File: src/rtl/distributor_logic_parametrised_pkg.sv
// Shared definitions for the one-hot stream distributor: FSM state encoding and error counter width.
package distributor_logic_parametrised_pkg;

  typedef enum logic {
    ST_EMPTY = 1'b0,
    ST_FULL  = 1'b1
  } state_t;

  localparam int ERR_CNT_W = 16;

endpackage

File: src/rtl/distributor_logic_parametrised_if.sv
// Producer/consumer bundle for the distributor; err_count exists only when DIST_ERR_COUNT_EN is defined.
interface distributor_logic_parametrised_if #(
  parameter int data_size = 2,
  parameter int out_val   = 4
);

  logic [data_size-1:0]         in_data;
  logic [out_val-1:0]           in_sel;
  logic                         in_valid;
  logic                         in_ready;
  logic [data_size*out_val-1:0] out_data;
  logic [out_val-1:0]           out_valid;
  logic [out_val-1:0]           out_ready;
  logic                         sel_err;
`ifdef DIST_ERR_COUNT_EN
  logic [distributor_logic_parametrised_pkg::ERR_CNT_W-1:0] err_count;
`endif

  // The environment side: drives the input word and the lane readies.
  modport master (
    output in_data, in_sel, in_valid, out_ready,
    input  in_ready, out_data, out_valid, sel_err
`ifdef DIST_ERR_COUNT_EN
    , input err_count
`endif
  );

  modport slave (
    input  in_data, in_sel, in_valid, out_ready,
    output in_ready, out_data, out_valid, sel_err
`ifdef DIST_ERR_COUNT_EN
    , output err_count
`endif
  );

endinterface

File: src/rtl/distributor_logic_parametrised_onehot_check.sv
// Combinational legality check for the destination select: exactly one bit set.
module onehot_check #(
  parameter int out_val = 4
) (
  input  logic [out_val-1:0] in_sel,
  output logic               is_onehot
);

  assign is_onehot = ($countones(in_sel) == 1);

endmodule

File: src/rtl/distributor_logic_parametrised.sv
// One-hot stream distributor: buffers one word and presents it on the lane named by its one-hot tag.
// Optional feature macro: DIST_ERR_COUNT_EN adds a saturating count of dropped selects.
module distributor_logic_parametrised
  import distributor_logic_parametrised_pkg::*;
#(
  parameter int data_size = 2,
  parameter int out_val   = 4
) (
  input logic                           clk,
  input logic                           rst_n,
  distributor_logic_parametrised_if.slave bus
);

  state_t               state;
  logic [data_size-1:0] buf_q;
  logic [out_val-1:0]   dest_q;
  logic                 sel_err_q;
  logic                 is_onehot;
  logic                 accept;
  logic                 drain;
  logic [out_val-1:0]   lane_valid;

  onehot_check #(.out_val(out_val)) u_onehot_check (
    .in_sel    (bus.in_sel),
    .is_onehot (is_onehot)
  );

  // Only the destination lane's ready matters; other lanes cannot unblock the head word.
  assign drain       = (state == ST_FULL) && |(bus.out_ready & dest_q);
  assign bus.in_ready = (state == ST_EMPTY) || drain;
  assign accept      = bus.in_valid && bus.in_ready;

  assign lane_valid    = (state == ST_FULL) ? dest_q : '0;
  assign bus.out_valid = lane_valid;
  assign bus.sel_err   = sel_err_q;

  for (genvar i = 0; i < out_val; i++) begin : g_lane
    assign bus.out_data[i*data_size +: data_size] = buf_q & {data_size{lane_valid[i]}};
  end

  // NOTE: sequential state uses non-blocking assignments so every register samples pre-edge values.
  always_ff @(posedge clk) begin
    if (!rst_n) begin
      state     <= ST_EMPTY;
      buf_q     <= '0;
      dest_q    <= '0;
      sel_err_q <= 1'b0;
    end else begin
      sel_err_q <= accept && !is_onehot;
      if (accept && is_onehot) begin
        state  <= ST_FULL;
        buf_q  <= bus.in_data;
        dest_q <= bus.in_sel;
      end else if (drain) begin
        state <= ST_EMPTY;
      end
    end
  end

`ifdef DIST_ERR_COUNT_EN
  logic [ERR_CNT_W-1:0] err_q;

  always_ff @(posedge clk) begin
    if (!rst_n) begin
      err_q <= '0;
    end else if (accept && !is_onehot && (err_q != '1)) begin
      err_q <= err_q + ERR_CNT_W'(1);
    end
  end

  assign bus.err_count = err_q;
`endif

endmodule
File: src/flat_wrapper.sv
// flat-port wrapper written by rule: the top's interface ports become plain ports
module distributor_logic_parametrised_flat import distributor_logic_parametrised_pkg::*;
#(
  parameter int data_size = 2,
  parameter int out_val   = 4
)
  (clk, rst_n, bus_in_data, bus_in_sel, bus_in_valid, bus_out_ready, bus_in_ready, bus_out_data, bus_out_valid, bus_sel_err);
  distributor_logic_parametrised_if #(.data_size(data_size), .out_val(out_val)) bus_i ();
  input logic clk;
  input logic rst_n;
  input wire logic [$bits(bus_i.in_data)-1:0] bus_in_data;
  input wire logic [$bits(bus_i.in_sel)-1:0] bus_in_sel;
  input wire logic [$bits(bus_i.in_valid)-1:0] bus_in_valid;
  input wire logic [$bits(bus_i.out_ready)-1:0] bus_out_ready;
  output wire logic [$bits(bus_i.in_ready)-1:0] bus_in_ready;
  output wire logic [$bits(bus_i.out_data)-1:0] bus_out_data;
  output wire logic [$bits(bus_i.out_valid)-1:0] bus_out_valid;
  output wire logic [$bits(bus_i.sel_err)-1:0] bus_sel_err;
  assign bus_i.in_data = bus_in_data;
  assign bus_i.in_sel = bus_in_sel;
  assign bus_i.in_valid = bus_in_valid;
  assign bus_i.out_ready = bus_out_ready;
  assign bus_in_ready = bus_i.in_ready;
  assign bus_out_data = bus_i.out_data;
  assign bus_out_valid = bus_i.out_valid;
  assign bus_sel_err = bus_i.sel_err;
  distributor_logic_parametrised #(.data_size(data_size), .out_val(out_val)) u_core (.clk(clk), .rst_n(rst_n), .bus(bus_i));
endmodule
File: config.mk
export PLATFORM = sky130hd
export DESIGN_NAME = distributor_logic_parametrised_flat
export DESIGN_NICKNAME = d
export VERILOG_FILES = /design/src/rtl/distributor_logic_parametrised_pkg.sv /design/src/rtl/distributor_logic_parametrised_if.sv /design/src/rtl/distributor_logic_parametrised_onehot_check.sv /design/src/rtl/distributor_logic_parametrised.sv /design/src/flat_wrapper.sv
export SDC_FILE = /design/constraint.sdc
export NUM_CORES = 1
export LEC_CHECK = 0
export CORE_MARGIN = 5
export CORE_UTILIZATION = 35
export DETAILED_ROUTE_END_ITERATION = 6
export HOLD_SLACK_MARGIN = 0.02
export PLACE_DENSITY_LB_ADDON = 0.05
export SETUP_SLACK_MARGIN = 0.2
export SYNTH_ARGS = -nofsm -noshare
export SYNTH_HDL_FRONTEND = slang
export SYNTH_HIERARCHICAL = 1
export SYNTH_SLANG_ARGS = --single-unit
export TNS_END_PERCENT = 20
File: constraint.sdc
create_clock -name clk -period 3.37 [get_ports clk]
set_clock_uncertainty 0.1 [all_clocks]
set_input_delay 1.011 -clock clk [delete_from_list [all_inputs] [get_ports clk]]
set_output_delay 1.011 -clock clk [all_outputs]
set_load 0.05 [all_outputs]
==> impl_results.md, run 1 <==
- Most common cell after layout, fill and taps aside: clkdlybuf4s50_1
- Placement Setup Slack: -152.8 ps
- Flop pwr share: 38.9%
- Post-place instance area: 873.3 sq um
- Share of cells above drive strength 1: roughly 17%
- Hold path startpoint: u_core/dest_q[2]$_SDFFE_PN0P_
- Library cells used by synthesis: 23
- First-pass GRT wire length: 2.739 mm
- CTS tree: done
- Avg Cell Area, Syn: around 8 sq um
- Residual DRC count: 0
- Rel. slew slack: 63.91%
- Via count: 661
- Critical path endpoint category: output port
- Antenna Nets Post-Route: 0
- Syn. warnings: 6
- IO buf count: 26
- Syn_nets: 88
- Clk buf depth: 2
- Combinational share of power: 36.1%
- Critical-path maximum fanout: 2
- Slew Limit Fails: 0
- Ratio of final minimum period to clock period: 93.82%
- Synth Area in Simple Gates: 44.23%
- WL per Instance: between 10 and 15 microns
- Reg2reg start: u_core/state$_SDFFE_PN0P_
- Switching share of power: 32.21%
- Worst-Margin Slew: approximately 540 ps
- Cell-internal power: 0.1980 mW
- Clock sink total: 8
- Largest net degree at the start of global routing: 19
- Seq. cell area: 160.2 sq um
- Seq cells post-synth: 8
- Util after Layout: 63.46%
- CP Launch Type: input port
- Number of buffers created by CTS: 3
- Slack of the critical path: 208.4 ps
- WHS Endpoint: u_core/dest_q[2]$_SDFFE_PN0P_
- Die X: 50.51 microns
- Rows: 14
- Hold slack: 487.8 ps
- Total power: ~0.3 mW
- Initial drt markers: 18
- Cells on worst reg2reg path: 4
- P_sw: 0.09408 mW
- Syn Inst Count: 72
- Synthesis-to-layout area growth: 68.41%
- Post-DP HPWL: about 1.3 mm
- Worst Path Arrival: 2050 ps
- Multiplexer area fraction after synthesis: 0%
- RSZ-0062 raised after global routing: yes
- Register-to-register setup slack: 1710 ps
- Antenna fix cells: 0
- R2R Path End: u_core/buf_q[0]$_SDFFE_PN0P_
- Multi-input gate area: 432.9 sq um
- Vias in the first global route: 622
- Sequential-to-total area share from yosys stat: 27.89%
- Drt total wl: between 1.5 and 2 mm
- Clock-pin slew on the worst setup and hold paths: about 50 ps
- Synth Area in Adders: just under 8%
- Ports: 27
- Cell Pwr Density: 302.0 nW/um^2
- Synth Cell Area: 574.3 sq um
- Initial antenna violation count: 0
- Complex-gate fraction of the synthesized area: roughly 16%
- Largest family of logic cells by synthesized area: simple AND/OR/NAND/NOR gates
- XOR/XNOR share of the synthesized area: 0%
- Worst Hold Path Cells: 2
- Drt first pass iters: 5
- Final nets: approximately 120
- Max Clock Freq: approximately 320 MHz
- Clk Latency, worst-skew pair: 250 ps
- Leakage: 0.4342 nW
- Final setup viols: 0
- Setup CP Type: input port to output port
- Die ar.: 2551 sq um
- Hold-fix buffer count after cts: 0
- Final hold vios: 0
- DIE HEIGHT: approximately 51 microns
- Status: completed
- Root buf cell: clkbuf_4
- Initial Utilization: 37.68%
- Gpl congestion: 0.7135
- Fin crit period: 3162 ps
- Fillers: 135
- Vias per Instance: ~5.5
- Cell area after layout: between 900 and 1000 sq um
- Congestion Overflow GR: 0
- Worst min path class: flop to flop
- Max cap viols: 0
- Htree depth: 1
- Total GRT Usage: 13.62%
- Clock share of power: 24.9%
- Core box area: ~1500 sq um
- Required @ worst endpoint: 2260 ps
- Worst vdd ir: 0.0001704 V
-- cell usage after synthesis --
cell type  instances  area [sq um]
dfxtp_1            8         160.2
a21boi_0           1         7.510
a21bo_2            1         10.01
fa_1               1         20.02
nand2_1            7         26.28
and4b_1            1         10.01
nand3_1            1         5.000
or3_1              2         12.51
and3_1             8         50.05
nor3b_2            1         12.51
a21boi_1           1         7.510
nor2_1             8         30.03
a211o_1            3         26.28
ha_1               2         25.02
o22ai_1            5         31.28
clkbuf_1           4         15.01
and2_0             1         6.260
a222oi_1           1         10.01
buf_4              1         7.510
and2_1             4         25.02
and4_1             2         17.52
nand4b_1           1         8.760
nand4_1            8         50.05
-- worst max-delay path: stages --
cell and delay, ps:
clkdlybuf4s50_1 400, a222oi_1 240, buf_4 190, nand2_4 60, buf_8 160
-- power by group through the flow --
stage	combinational, mW	sequential [mW]	clock, mW
2_1_floorplan	0.0526	0.115	0
3_3_place_gp	0.0897	0.115	0
3_5_place_dp	0.0910	0.116	0
4_1_cts	0.101	0.114	0.0768
5_1_grt	0.114	0.116	0.0821
6_report	0.106	0.114	0.0728
-- stage by stage --
stage | std cells | setup TNS, ps
2_1_floorplan | 72 | 0
3_3_place_gp | 114 | -442.8
3_5_place_dp | 114 | -643.3
4_1_cts | 118 | 0
5_1_grt | 120 | 0
6_report | 120 | 0
-- cell type report --
type | instances | share of cell area, %
clock buffer | 3 | 2.329
multi-input combinational | 59 | 44.76
sequential | 8 | 16.56
tap | 16 | 2.070
timing repair buffer | 34 | 34.28
-- per-layer routing --
metal / wire [microns] / track usage [%] / vias up
met5: 0 / 0 / -
met4: 13 / 6.383 / 0
met3: 123 / 4.142 / 2
met2: 837 / 22.11 / 20
met1: 690 / 16.19 / 298
li1: - / - / 341
-- sequential cells by signal (all words and copies together) (netlist names) --
| signal | count |
|---|---|
| u_core/bus.sel_err | 1 |
| u_core/buf_q | 2 |
| u_core/dest_q | 4 |
| u_core/state | 1 |
-- cell families after synthesis --
| logic type | after synthesis |
|---|---|
| compound gates | 12 |
| simple gates | 44 |
| flops | 8 |
| buf+inv | 5 |
| fa+ha+maj | 3 |
-- timing repair --
item / CTS / global route
endpoints found under the setup margin: 6 / 6
buffers inserted: 1 / 2
pin swaps: 1 / 4
resized for setup: 7 / 4
-- worst max-delay path by stage --
stage / cells past startpoint / to / slack [ps] / startpoint
5_1_grt: 5 / bus_in_ready / 150 / bus_out_ready[0]
2_1_floorplan: 8 / u_core/buf_q[0]$_SDFFE_PN0P_ / 230 / bus_in_sel[0]
3_5_place_dp: 9 / u_core/buf_q[0]$_SDFFE_PN0P_ / -150 / bus_in_sel[0]
4_1_cts: 5 / bus_in_ready / 170 / bus_out_ready[3]
3_3_place_gp: 9 / u_core/buf_q[0]$_SDFFE_PN0P_ / -110 / bus_in_sel[0]
6_report: 5 / bus_in_ready / 210 / bus_out_ready[0]
Power figures use the tool's default switching activity.
==> inputs of run 2 (changes only) <==
- CORE_ASPECT_RATIO: unset -> 0.9
- clock period: 3.37 -> 3 ns (I/O delays scaled with it)
==> impl_results.md, run 2 (synthesis results as in run 1) <==
- Status: completed
- Hold path startpoint: u_core/dest_q[2]$_SDFFE_PN0P_
- Regs by FF count: u_core/dest_q (4), u_core/buf_q (2)
- Critical-path maximum fanout: 3 (+1)
- Die X: 52.70 microns (+4.3%)
- Top reg by flops: u_core/dest_q
- Core box area: 1496 sq um (-1.8%)
- IO buf count: 26 (unchanged)
- Worst vdd ir: 0.0003219 V (+89%)
- Reg2reg start: u_core/dest_q[3]$_SDFFE_PN0P_
- Vias in the first global route: 626 (+0.64%)
- Final hold vios: 0 (unchanged)
- Cell Pwr Density: 340.6 nW/um^2 (+13%)
- Max cap viols: 0 (unchanged)
- Util after Layout: 63.04% (-0.42 points)
- Total GRT Usage: 14.97% (+1.4 points)
- Clock sink total: 8 (unchanged)
- Clock-pin slew on the worst setup and hold paths: 50 ps (about the same)
- Total power: 0.3213 mW (+10%)
- Die ar.: 2552 sq um (about the same)
- Antenna fix cells: 0 (unchanged)
- Synthesis-to-layout area growth: 64.27%
- CP Cell Sequence: clkdlybuf4s15_1 > a222oi_1 > nand2_1 > buf_6
- Max stage delay on crit path: 400 ps (about the same)
- RSZ-0062 raised after global routing: yes
- Rows: 13 (-1)
- Critical Path Slowest Stage Cell: a222oi_1
- DIE HEIGHT: 48.43 microns (-4.1%)
- Initial drt markers: 34 (+16)
- Gpl congestion: 0.7585 (+6.3%)
- Antenna Nets Post-Route: 0 (unchanged)
- WL per Instance: 14.40 microns (+3.9%)
- Fillers: 134 (-0.74%)
- Drt first pass iters: 4 (-1)
- Largest net degree at the start of global routing: 19 (unchanged)
- CP Launch Type: input port
- WHS Endpoint: u_core/dest_q[2]$_SDFFE_PN0P_
- Ratio of final minimum period to clock period: 93.92%
- Final nets: 120 (-1.6%)
- Max FFs per register: 4 (unchanged)
- Critical path endpoint category: output port
- First-pass GRT wire length: 2.925 mm (+6.8%)
- Number of buffers created by CTS: 3 (unchanged)
- Initial Utilization: 38.38% (+0.69 points)
- R2R Path End: u_core/buf_q[0]$_SDFFE_PN0P_
- Drt total wl: 1.786 mm (+7.3%)
- Most common cell after layout, fill and taps aside: clkdlybuf4s50_1
- Worst-Margin Slew: 563.5 ps (+23.92 ps)
- Buf+Inv Stages, Crit Path: 2 (-1)
- Residual DRC count: 0 (unchanged)
- Clk Latency, worst-skew pair: 250 ps (about the same)
- Register-to-register setup slack: 1380 ps (-330 ps)
- Post-DP HPWL: 1.370 mm (+9.6%)
- Ports: 27 (unchanged)
- Rel. slew slack: 62.31% (-1.6 points)
- Most frequent cells in the layout: 18 x clkdlybuf4s50_1, 8 x and3_1, 8 x nor2_1, 8 x nand4_1, 8 x dfxtp_1
- Cells on worst reg2reg path: 4 (unchanged)
- Worst Hold Path Cells: 2 (unchanged)
- Share of cells above drive strength 1: 15.69% (-1.6 points)
- Vias per Instance: 5.379 (-2.3%)
- Final non-filler cell total: 124 (+3.3%)
- Htree depth: 1 (unchanged)
- Max Clock Freq: 354.9 MHz
- Slew Limit Fails: 0 (unchanged)
- Crit path max-delay family: compound AO/OA/AOI/OAI gates
- Required @ worst endpoint: 2000 ps (-260 ps)
- Fin crit period: ~2800 ps
- Congestion Overflow GR: 0 (unchanged)
- Worst min path class: flop to flop
- Final setup viols: 0 (unchanged)
- Setup CP Type: input port to output port
- Leakage: 0.4375 nW (+0.76%)
- Placed cells: 121 (+6.1%)
- Clk buf depth: 2 (unchanged)
- Initial antenna violation count: 0 (unchanged)
- Worst Path Arrival: 1820 ps (-230 ps)
- Root buf cell: clkbuf_4
- CTS tree: done
- Via count: 667 (+0.91%)
-- run 2: cell types whose count changed in the layout (fill, tap and decap cells not counted), sizes merged --
cell	delta
dlymetal6s2s	-1
buf	-2
clkdlybuf4s15	+1
clkdlybuf4s50	-3
dlygate4sd2	+3
-- run 2: metrics by stage --
stage | setup TNS (ps) | hold WS, ps | setup slack (ps) | area (sq um)
finish | 0 | 485.5 | 182.4 | 943.4
global route | 0 | 521.3 | 102.4 | 943.4
global placement | -1862 | 464.8 | -314.9 | 915.9
CTS | 0 | 486.8 | 129.1 | 937.1
detailed placement | -2186 | 482.3 | -374.4 | 915.9
floorplan | 0 | 426.5 | 136.2 | 609.3
-- run 2: timing repair --
action	CTS	global route
hold buffers	0	0
setup endpoints to repair	7	17
setup buffers	0	0
pin swaps	2	2
gates resized for setup	8	3
-- run 2: report_power, final --
part | internal (mW) | total, mW | switching [mW]
clock network | 0.0458 | 0.0822 | 0.0365
logic | 0.0544 | 0.110 | 0.0560
registers | 0.116 | 0.129 | 0.0130
total | 0.216 | 0.321 | 0.105
-- run 2: worst max-delay path by stage --
| stage | startpoint | end | slack [ps] | depth (start not counted) |
|---|---|---|---|---|
| final | bus_out_ready[1] | bus_in_ready | 180 | 4 |
| after detailed placement | bus_in_sel[0] | u_core/buf_q[0]$_SDFFE_PN0P_ | -370 | 8 |
| after global placement | bus_in_sel[0] | u_core/buf_q[1]$_SDFFE_PN0P_ | -310 | 8 |
| after CTS | bus_out_ready[1] | bus_in_ready | 130 | 4 |
| after floorplan | bus_in_sel[0] | u_core/buf_q[0]$_SDFFE_PN0P_ | 140 | 8 |
| after global routing | u_core/state$_SDFFE_PN0P_ | bus_out_data[1] | 100 | 2 |
-- run 2: area by class of cell --
type,count,area (sq um),area share (%)
Clock buffer,3,22.52,2.387
Multi-Input combinational cell,59,426.7,45.23
Sequential cell,8,160.2,16.98
Tap cell,22,27.53,2.918
Timing Repair Buffer,32,306.5,32.49
-- run 2: tightest hold or removal path, stage by stage, from the launching register on --
cell	delay [ps]
dfxtp_1	360
nand3_1	90
nand4_1	80
-- run 2: routing by layer --
metal / up-vias / track usage [%] / share of wire (%) / wire, microns
li1: 339 / - / - / -
met1: 309 / 20.66 / 47 / 846
met2: 19 / 21.49 / 46 / 816
met3: 0 / 6.728 / 6.9 / 124
met4: 0 / 2.553 / 0 / 0
met5: - / 0 / 0 / 0
